### src/rtl/ex_mem_stage.sv
// Execute-to-memory stage: result select, CC register, condition eval, E->M pipeline register.
// Latency: 1 cycle E->M; e_cnd is combinational from the registered cc.
// Backpressure: m_stall holds M and cc, m_bubble inserts a nop; EX_PERF_CNT_EN adds op_cnt/jnt_cnt.
module ex_mem_stage #(
  parameter int DATA_W = 64,
  parameter int CNT_W  = 32
) (
  input  logic              clk,
  input  logic              rst,
  input  logic [3:0]        e_stat,
  input  logic [3:0]        e_icode,
  input  logic [3:0]        e_ifun,
  input  logic [DATA_W-1:0] alu_s,
  input  logic [DATA_W-1:0] alu_ans,
  input  logic              alu_ovf,
  input  logic [DATA_W-1:0] e_valA,
  input  logic [3:0]        e_dstE,
  input  logic [3:0]        e_dstM,
  input  logic              cc_block,
  input  logic              m_stall,
  input  logic              m_bubble,
  output logic              e_cnd,
  output logic [2:0]        cc,
  output logic [3:0]        M_stat,
  output logic [3:0]        M_icode,
  output logic              M_cnd,
  output logic [DATA_W-1:0] M_valE,
  output logic [DATA_W-1:0] M_valA,
  output logic [3:0]        M_dstE,
  output logic [3:0]        M_dstM
`ifdef EX_PERF_CNT_EN
  ,
  output logic [CNT_W-1:0]  op_cnt,
  output logic [CNT_W-1:0]  jnt_cnt
`endif
);

  localparam logic [3:0] I_NOP  = 4'h1;
  localparam logic [3:0] I_CMOV = 4'h2;
  localparam logic [3:0] I_OPQ  = 4'h6;
  localparam logic [3:0] I_JXX  = 4'h7;
  localparam logic [3:0] S_AOK  = 4'h1;
  localparam logic [3:0] R_NONE = 4'hF;

  typedef struct packed {
    logic [3:0]        stat;
    logic [3:0]        icode;
    logic              cnd;
    logic [DATA_W-1:0] val_e;
    logic [DATA_W-1:0] val_a;
    logic [3:0]        dst_e;
    logic [3:0]        dst_m;
  } m_reg_t;

  localparam m_reg_t M_NOP = '{
    stat:  S_AOK,
    icode: I_NOP,
    cnd:   1'b0,
    val_e: '0,
    val_a: '0,
    dst_e: R_NONE,
    dst_m: R_NONE
  };

  logic [DATA_W-1:0] val_e;
  logic [3:0]        dst_e_eff;
  logic              zf, sf, of, lt;
  logic              load_ok;
  logic              cc_upd;
  m_reg_t            m_q;
  m_reg_t            m_d;

  // ifun[1] separates the logic ops (and/xor) from the arithmetic ones (add/sub)
  assign val_e = e_ifun[1] ? alu_ans : alu_s;

  assign zf = cc[2];
  assign sf = cc[1];
  assign of = cc[0];
  assign lt = sf ^ of;

  always_comb begin
    e_cnd = 1'b0;
    case (e_ifun)
      4'd0:    e_cnd = 1'b1;
      4'd1:    e_cnd = lt | zf;
      4'd2:    e_cnd = lt;
      4'd3:    e_cnd = zf;
      4'd4:    e_cnd = ~zf;
      4'd5:    e_cnd = ~lt;
      4'd6:    e_cnd = ~lt & ~zf;
      default: e_cnd = 1'b0;
    endcase
  end

  assign dst_e_eff = (e_icode == I_CMOV && !e_cnd) ? R_NONE : e_dstE;

  assign load_ok = !m_stall && !m_bubble;
  assign cc_upd  = load_ok && !cc_block && (e_icode == I_OPQ);

  always_ff @(posedge clk) begin
    if (rst) begin
      cc <= 3'b100;
    end else if (cc_upd) begin
      cc <= {(val_e == '0), val_e[DATA_W-1], (alu_ovf & ~e_ifun[1])};
    end
  end

  always_comb begin
    m_d       = m_q;
    m_d.stat  = e_stat;
    m_d.icode = e_icode;
    m_d.cnd   = e_cnd;
    m_d.val_e = val_e;
    m_d.val_a = e_valA;
    m_d.dst_e = dst_e_eff;
    m_d.dst_m = e_dstM;
  end

  always_ff @(posedge clk) begin
    if (rst) begin
      m_q <= M_NOP;
    end else if (m_stall) begin
      m_q <= m_q;
    end else if (m_bubble) begin
      m_q <= M_NOP;
    end else begin
      m_q <= m_d;
    end
  end

  assign M_stat  = m_q.stat;
  assign M_icode = m_q.icode;
  assign M_cnd   = m_q.cnd;
  assign M_valE  = m_q.val_e;
  assign M_valA  = m_q.val_a;
  assign M_dstE  = m_q.dst_e;
  assign M_dstM  = m_q.dst_m;

`ifdef EX_PERF_CNT_EN
  // Counters only see instructions that actually enter M
  always_ff @(posedge clk) begin
    if (rst) begin
      op_cnt  <= '0;
      jnt_cnt <= '0;
    end else if (load_ok) begin
      if (e_icode == I_OPQ) op_cnt <= op_cnt + 1'b1;
      if (e_icode == I_JXX && !e_cnd) jnt_cnt <= jnt_cnt + 1'b1;
    end
  end
`endif

endmodule

### config.mk
export PLATFORM = sky130hd
export DESIGN_NAME = ex_mem_stage
export DESIGN_NICKNAME = d
export VERILOG_FILES = /design/src/rtl/ex_mem_stage.sv
export SDC_FILE = /design/constraint.sdc
export NUM_CORES = 1
export LEC_CHECK = 0
export CAP_MARGIN = 0
export CORE_AREA = 2 2 143 145
export CTS_CLUSTER_DIAMETER = 200
export DETAILED_ROUTE_END_ITERATION = 10
export DIE_AREA = 0 0 145 147
export PLACE_DENSITY = 0.74
export REMOVE_ABC_BUFFERS = 1
export SYNTH_ARGS = -nofsm -noshare
export SYNTH_HDL_FRONTEND = slang
export SYNTH_SLANG_ARGS = --single-unit
### constraint.sdc
create_clock -name clk -period 2.21 [get_ports clk]
set_clock_uncertainty 0.2 [all_clocks]
set_input_delay 0.3315 -clock clk [delete_from_list [all_inputs] [get_ports clk]]
set_output_delay 0.3315 -clock clk [all_outputs]
set_load 0.005 [all_outputs]
==> impl_metrics.env, run 1 <==
export IMPL_final_hold_violation_count=0
export IMPL_initialDrtViolationCount=277
export IMPL_design_portCount=367
export IMPL_reg2regPathDepth=7
export IMPL_worst_setup_hold_path_clk_slew_ns=0.06
export IMPL_crit_end="cc[0]"
export IMPL_layout_drive_gt1_share_pct=7.46
export IMPL_initial_utilization_pct=30.5
export IMPL_critical_path_startpoint_type="primary input"
export IMPL_most_common_layout_cells="362 x sky130_fd_sc_hd__clkdlybuf4s50_1, 198 x sky130_fd_sc_hd__nor2_1, 146 x sky130_fd_sc_hd__dfxtp_1"
export IMPL_postSynthCellCount=700
export IMPL_reg2reg_setup_slack_ns=0.65
export IMPL_power_static_leakage_nw=4.08
export IMPL_dpl_hpwl_um=17100
export IMPL_clock_sink_count=148
export IMPL_setup_worst_path_end_class="flop"
export IMPL_cp_required_ns=2.35
export IMPL_clock_path_buffers=2
export IMPL_width_of_the_chip_um=145
export IMPL_critical_path_reg2reg_startpoint="cc[0]"
export IMPL_postRouteWirelength_um=22700
export IMPL_crit_start="e_icode[1]"
export IMPL_total_neg_setup_slack_ns=0
export IMPL_routabilityCongestion=0.924
export IMPL_wire_length_of_the_first_global_routing_pass_um=34900
export IMPL_remaining_drc_errors=0
export IMPL_grtUsageTotal_pct=20.6
export IMPL_finalSetupViolCount=0
export IMPL_total_instance_count_after_detailed_placement=1308
export IMPL_pre_cts_ws_ns=-0.280
export IMPL_synth_sequential_area_ratio_pct=48.9
export IMPL_tightestPinTransition_ns=0.947
export IMPL_layout_worst_path_cycle_share_pct=95.2
export IMPL_fillCellCount=1862
export IMPL_synth_seq_cells=148
export IMPL_outcome="finished, final reports clean"
export IMPL_number_of_violations_of_the_max_capacitance_limit=0
export IMPL_slew_limit_headroom_pct=36.9
export IMPL_power_per_cell_area_mw_per_mm2=635
export IMPL_grt_setup_unrepaired="no"
export IMPL_flow_area_growth_from_synthesis_pct=76.6
export IMPL_root_buffer="sky130_fd_sc_hd__clkbuf_16"
export IMPL_area_of_the_die_mm2=0.0213
export IMPL_final_period_minus_worst_setup_slack_ns=2.10
export IMPL_drt_vias_per_instance=4.81
export IMPL_detail_route_first_pass_iterations=4
export IMPL_cts_htree_levels=4
export IMPL_layout_setup_ws_ns=0.106
export IMPL_antennaDiodeCount=0
export IMPL_crit_path_max_fanout=5
export IMPL_cts_tree="done"
export IMPL_pin_count_of_the_biggest_net_entering_global_routing=91
export IMPL_design_core_area_mm2=0.0198
export IMPL_cts_buffers_inserted=17
export IMPL_maxSlewViolCount=0
export IMPL_layout_cells_non_filler=1342
export IMPL_clock_fmax_mhz=475
export IMPL_hold_path_class="in2reg"
export IMPL_number_of_antenna_violations_at_the_first_check_in_global_routing=0
export IMPL_yosysUniqueCellTypes=32
export IMPL_mostFrequentLayoutCell="sky130_fd_sc_hd__clkdlybuf4s50_1"
export IMPL_crit_type="in2reg"
export IMPL_globalRouteOverflowTotal=0
export IMPL_synth_area_mm2=0.00605
export IMPL_core_rowCount=52
export IMPL_regToRegEndpoint="M_cnd"
export IMPL_dr_total_vias=6461
export IMPL_detail_route_antenna_nets=0
export IMPL_clock_insertion_delay_worst_skew_ns=0.41
export IMPL_irDropWorstVdd_mv=0.470
export IMPL_io_buffer_count=366
export IMPL_die_h_um=147
export IMPL_grt_pass1_vias=6363
export IMPL_avgSynthCellArea_um2=8.65
export IMPL_route_detailed_wl_per_inst_um=16.9
export IMPL_finish_net_count=1277
export IMPL_cp_data_arrival_time_ns=2.24
export IMPL_yosys_warnings=0
[worst max-delay path, stage by stage]
cell	delay (ns)
sky130_fd_sc_hd__clkdlybuf4s50_1	0.48
sky130_fd_sc_hd__or3b_2	0.46
sky130_fd_sc_hd__or4b_1	0.62
sky130_fd_sc_hd__nor3b_2	0.22
sky130_fd_sc_hd__a21oi_1	0.05
sky130_fd_sc_hd__nor2_1	0.08
[stage by stage]
step / hold slack, ns / instance area [um2] / power (W) / util (%)
after floorplan: 0.204 / 5830 / 0.00318 / -
after global placement: 0.265 / 10100 / 0.00405 / 50.9
after detailed placement: 0.270 / 10100 / 0.00406 / 50.9
after CTS: 0.138 / 10700 / 0.00688 / 53.9
after global routing: 0.185 / 10700 / 0.00710 / 53.9
final: 0.148 / 10700 / 0.00678 / 53.9
[power breakdown]
group,switching [W],internal [W]
combinational,0.000465,0.000712
clock,0.00126,0.00152
sequential,0.0000529,0.00277
total,0.00178,0.00501
[cells in the mapped netlist]
cell type / count / area [um2]
sky130_fd_sc_hd__nor2_1: 199 / 747
sky130_fd_sc_hd__dfxtp_1: 148 / 2960
sky130_fd_sc_hd__a22oi_1: 77 / 578
sky130_fd_sc_hd__a21oi_1: 69 / 345
sky130_fd_sc_hd__mux2i_1: 59 / 591
sky130_fd_sc_hd__clkbuf_1: 36 / 135
sky130_fd_sc_hd__nor4_1: 28 / 175
sky130_fd_sc_hd__buf_1: 10 / 37.5
sky130_fd_sc_hd__buf_2: 10 / 50.1
sky130_fd_sc_hd__nor3_1: 10 / 50.1
sky130_fd_sc_hd__nand2b_1: 8 / 50.1
sky130_fd_sc_hd__mux2_2: 7 / 78.8
sky130_fd_sc_hd__o22ai_1: 6 / 37.5
sky130_fd_sc_hd__inv_1: 5 / 18.8
sky130_fd_sc_hd__nand4_1: 5 / 31.3
sky130_fd_sc_hd__o32ai_1: 4 / 35.0
sky130_fd_sc_hd__nand2_1: 3 / 11.3
sky130_fd_sc_hd__nand3_1: 2 / 10.0
sky130_fd_sc_hd__a211oi_1: 1 / 7.51
sky130_fd_sc_hd__a21o_1: 1 / 7.51
sky130_fd_sc_hd__a31oi_1: 1 / 6.26
sky130_fd_sc_hd__nor2b_1: 1 / 6.26
sky130_fd_sc_hd__nor3b_1: 1 / 7.51
sky130_fd_sc_hd__nor3b_2: 1 / 12.5
sky130_fd_sc_hd__nor4b_1: 1 / 8.76
sky130_fd_sc_hd__o21ai_0: 1 / 5.00
sky130_fd_sc_hd__o31ai_1: 1 / 7.51
sky130_fd_sc_hd__or2_1: 1 / 6.26
sky130_fd_sc_hd__or3_1: 1 / 6.26
sky130_fd_sc_hd__or3b_2: 1 / 8.76
sky130_fd_sc_hd__or4b_1: 1 / 10.0
sky130_fd_sc_hd__xnor2_1: 1 / 8.76
[per-layer routing]
layer	track usage [%]	routed length (um)
met5	0	0
met4	7.13	520
met3	4.75	1240
met2	36.2	11400
met1	24.8	9530
[worst min path at each step]
stage | from | endpoint | depth (start not counted)
floorplan | rst | M_icode[1] | 1
finish | e_ifun[1] | cc[0] | 4
global placement | M_dstM[3] | M_dstM[3] | 2
global route | e_ifun[1] | cc[0] | 4
CTS | e_ifun[1] | cc[0] | 4
detailed placement | M_dstM[3] | M_dstM[3] | 2
[layout make-up]
type / instances / area (um2) / area share (%)
timing repair buffer: 396 / 3930 / 36.7
sequential: 148 / 2970 / 27.7
multi-input combinational: 491 / 2860 / 26.8
clock buffer: 18 / 439 / 4.11
tap: 270 / 338 / 3.16
clock inverter: 14 / 139 / 1.30
inverter: 5 / 18.8 / 0.176
[cell families (layout without fill, tap and decap cells)]
kind of cell | after synthesis | in the layout | synth area share, %
and+or+nand+nor | 263 | 263 | 18.9
muxes | 66 | 66 | 11.1
buffers and inverters | 61 | 433 | 3.99
DFF | 148 | 148 | 48.9
xor gates and xnor gates | 1 | 1 | 0.145
AOI/OAI and AO/OA | 161 | 161 | 17.0
[state kept, by name, summed over array words and instances, names as in the netlist]
signal   flops
M_valA      64
M_stat       4
M_dstM       4
cc           3
M_cnd        1
M_icode      4
M_valE      64
M_dstE       4
[repair_timing]
item / CTS / global route
endpoints found under the hold margin: 0 / 0
resized for setup: 7 / 1
buffers inserted: 2 / 0
endpoints found under the setup margin: 1 / 1
pin swaps: 1 / 1
hold buffers: 0 / 0
No activity file was read; power rests on OpenSTA's default activity.
==> inputs of run 2 (changes only) <==
--- a/config.mk
+++ b/config.mk
@@ -10,6 +10,7 @@
 export CTS_CLUSTER_DIAMETER = 200
 export DETAILED_ROUTE_END_ITERATION = 10
 export DIE_AREA = 0 0 145 147
+export GPL_ROUTABILITY_DRIVEN = 0
 export PLACE_DENSITY = 0.74
 export REMOVE_ABC_BUFFERS = 1
 export SYNTH_ARGS = -nofsm -noshare
==> run 2 against run 1 <==
Routed wire length up 0.30%. Sequential share of layout area down 0.074 points. Setup slack worse by 0.081 ns. Sequential power about the same. Final cell count about the same. Final area up 0.35%. Core utilization up 0.19 points. Non-clock buffer count down 2. Flip-flop and latch count unchanged. Power up 1.7%. Largest power group is now clock.
==> impl_metrics.env, run 2 (synthesis results as in run 1) <==
export IMPL_outcome="finished, final reports clean"
export IMPL_globalRouteOverflowTotal=0
export IMPL_clock_path_buffers=2
export IMPL_reg2reg_setup_slack_ns=0.58
export IMPL_drt_vias_per_instance=4.88
export IMPL_number_of_violations_of_the_max_capacitance_limit=0
export IMPL_final_period_minus_worst_setup_slack_ns=2.18
export IMPL_detail_route_antenna_nets=0
export IMPL_clock_sink_count=148
export IMPL_cp_data_arrival_time_ns=1.65
export IMPL_core_rowCount=52
export IMPL_number_of_antenna_violations_at_the_first_check_in_global_routing=2
export IMPL_most_common_layout_cells="362 x sky130_fd_sc_hd__clkdlybuf4s50_1, 198 x sky130_fd_sc_hd__nor2_1, 146 x sky130_fd_sc_hd__dfxtp_1"
export IMPL_critical_path_reg2reg_startpoint="cc[2]"
export IMPL_power_static_leakage_nw=4.10
export IMPL_design_core_area_mm2=0.0198
export IMPL_cts_htree_levels=4
export IMPL_maxSlewViolCount=0
export IMPL_reg2regPathDepth=7
export IMPL_pre_cts_ws_ns=-0.288
export IMPL_clock_fmax_mhz=458
export IMPL_final_core_utilization_pct=54.1
export IMPL_grt_pass1_vias=6507
export IMPL_power_per_cell_area_mw_per_mm2=643
export IMPL_grtUsageTotal_pct=20.8
export IMPL_route_detailed_wl_per_inst_um=17.0
export IMPL_crit_type="reg2out"
export IMPL_worst_setup_hold_path_clk_slew_ns=0.07
export IMPL_mostFrequentLayoutCell="sky130_fd_sc_hd__clkdlybuf4s50_1"
export IMPL_layout_cells_non_filler=1341
export IMPL_grt_setup_unrepaired="yes"
export IMPL_total_instance_count_after_detailed_placement=1305
export IMPL_layout_setup_ws_ns=0.0251
export IMPL_initial_utilization_pct=30.5
export IMPL_hold_path_class="in2reg"
export IMPL_dr_total_vias=6550
export IMPL_initialDrtViolationCount=379
export IMPL_setup_worst_path_end_class="output pin"
export IMPL_total_neg_setup_slack_ns=0
export IMPL_crit_path_max_fanout=2
export IMPL_fillCellCount=1838
export IMPL_finalSetupViolCount=0
export IMPL_slew_limit_headroom_pct=51.7
export IMPL_cts_buffers_inserted=17
export IMPL_detail_route_first_pass_iterations=5
export IMPL_layout_drive_gt1_share_pct=7.29
export IMPL_finish_net_count=1275
export IMPL_io_buffer_count=366
export IMPL_dpl_hpwl_um=17200
export IMPL_irDropWorstVdd_mv=0.421
export IMPL_clock_insertion_delay_worst_skew_ns=0.41
export IMPL_critical_path_startpoint_type="flop"
export IMPL_die_h_um=147
export IMPL_area_of_the_die_mm2=0.0213
export IMPL_design_portCount=367
export IMPL_layout_worst_path_cycle_share_pct=98.9
export IMPL_width_of_the_chip_um=145
export IMPL_worstHoldStart="m_stall"
export IMPL_remaining_drc_errors=0
export IMPL_multi_input_area_mm2=0.00288
export IMPL_hold_ws_ns=0.238
export IMPL_wire_length_of_the_first_global_routing_pass_um=35300
export IMPL_cts_tree="done"
export IMPL_postRouteWirelength_um=22800
export IMPL_flow_area_growth_from_synthesis_pct=77.2
export IMPL_final_seq_area_mm2=0.00297
export IMPL_pin_count_of_the_biggest_net_entering_global_routing=73
export IMPL_final_hold_violation_count=0
export IMPL_tightestPinTransition_ns=0.724
export IMPL_regToRegEndpoint="M_cnd"
export IMPL_hold_ep="M_valE[15]"
export IMPL_hold_depth=4
export IMPL_root_buffer="sky130_fd_sc_hd__clkbuf_16"
export IMPL_cp_required_ns=1.68
==> run 2: worst max-delay path: stages, from the launching register on <==
cell and delay (ns):
sky130_fd_sc_hd__dfxtp_2 0.35, sky130_fd_sc_hd__xnor2_4 0.18, sky130_fd_sc_hd__mux2i_1 0.23, sky130_fd_sc_hd__a21oi_1 0.09, sky130_fd_sc_hd__o21ai_1 0.11, sky130_fd_sc_hd__nor2b_1 0.17
sky130_fd_sc_hd__buf_2 0.13
==> run 2: routing by layer <==
| metal | vias to the layer above | part of all wire (%) | GRT usage, % |
|---|---|---|---|
| met4 | 0 | 2.0 | 6.63 |
| met2 | 230 | 51 | 37.4 |
| met3 | 32 | 5.6 | 5.78 |
| met5 | - | 0 | 0 |
| li1 | 3211 | - | - |
| met1 | 3077 | 41 | 24.0 |
==> run 2: what timing repair did <==
item,4_1_cts,5_1_grt
buffers inserted,3,0
hold buffers,0,0
setup endpoints to repair,1,1
gates resized for setup,8,2
pin swaps,2,1
==> run 2: power breakdown <==
part / internal (W) / switching [W] / total [W]
clock network: 0.00161 / 0.00129 / 0.00289
registers: 0.00277 / 0.0000539 / 0.00283
logic: 0.000714 / 0.000463 / 0.00118
==> run 2: worst max-delay path by stage <==
| stage | from | endpoint | slack (ns) |
|---|---|---|---|
| after floorplan | m_bubble | M_icode[1] | -1.08 |
| after global placement | e_icode[1] | cc[0] | -0.29 |
| after detailed placement | e_icode[1] | cc[0] | -0.29 |
| after CTS | cc[1] | e_cnd | 0.05 |
| after global routing | cc[0] | e_cnd | -0.05 |
| final | cc[0] | e_cnd | 0.03 |
==> run 2: layout make-up <==
cell class / instances / area share [%]
flip-flops and latches: 148 / 27.7
well taps: 270 / 3.15
clock inverters: 15 / 1.53
repair buffers: 394 / 36.7
clock buffers: 17 / 3.97
inverters: 5 / 0.175
multi-input cells: 491 / 26.8
diodes: 1 / 0.0233
==> run 2: through the flow <==
stage          power [W]  area (um2)
5_1_grt          0.00716       10700
3_3_place_gp     0.00405       10100
6_report         0.00690       10700
2_1_floorplan    0.00318        5830
4_1_cts          0.00698       10700
3_5_place_dp     0.00406       10100
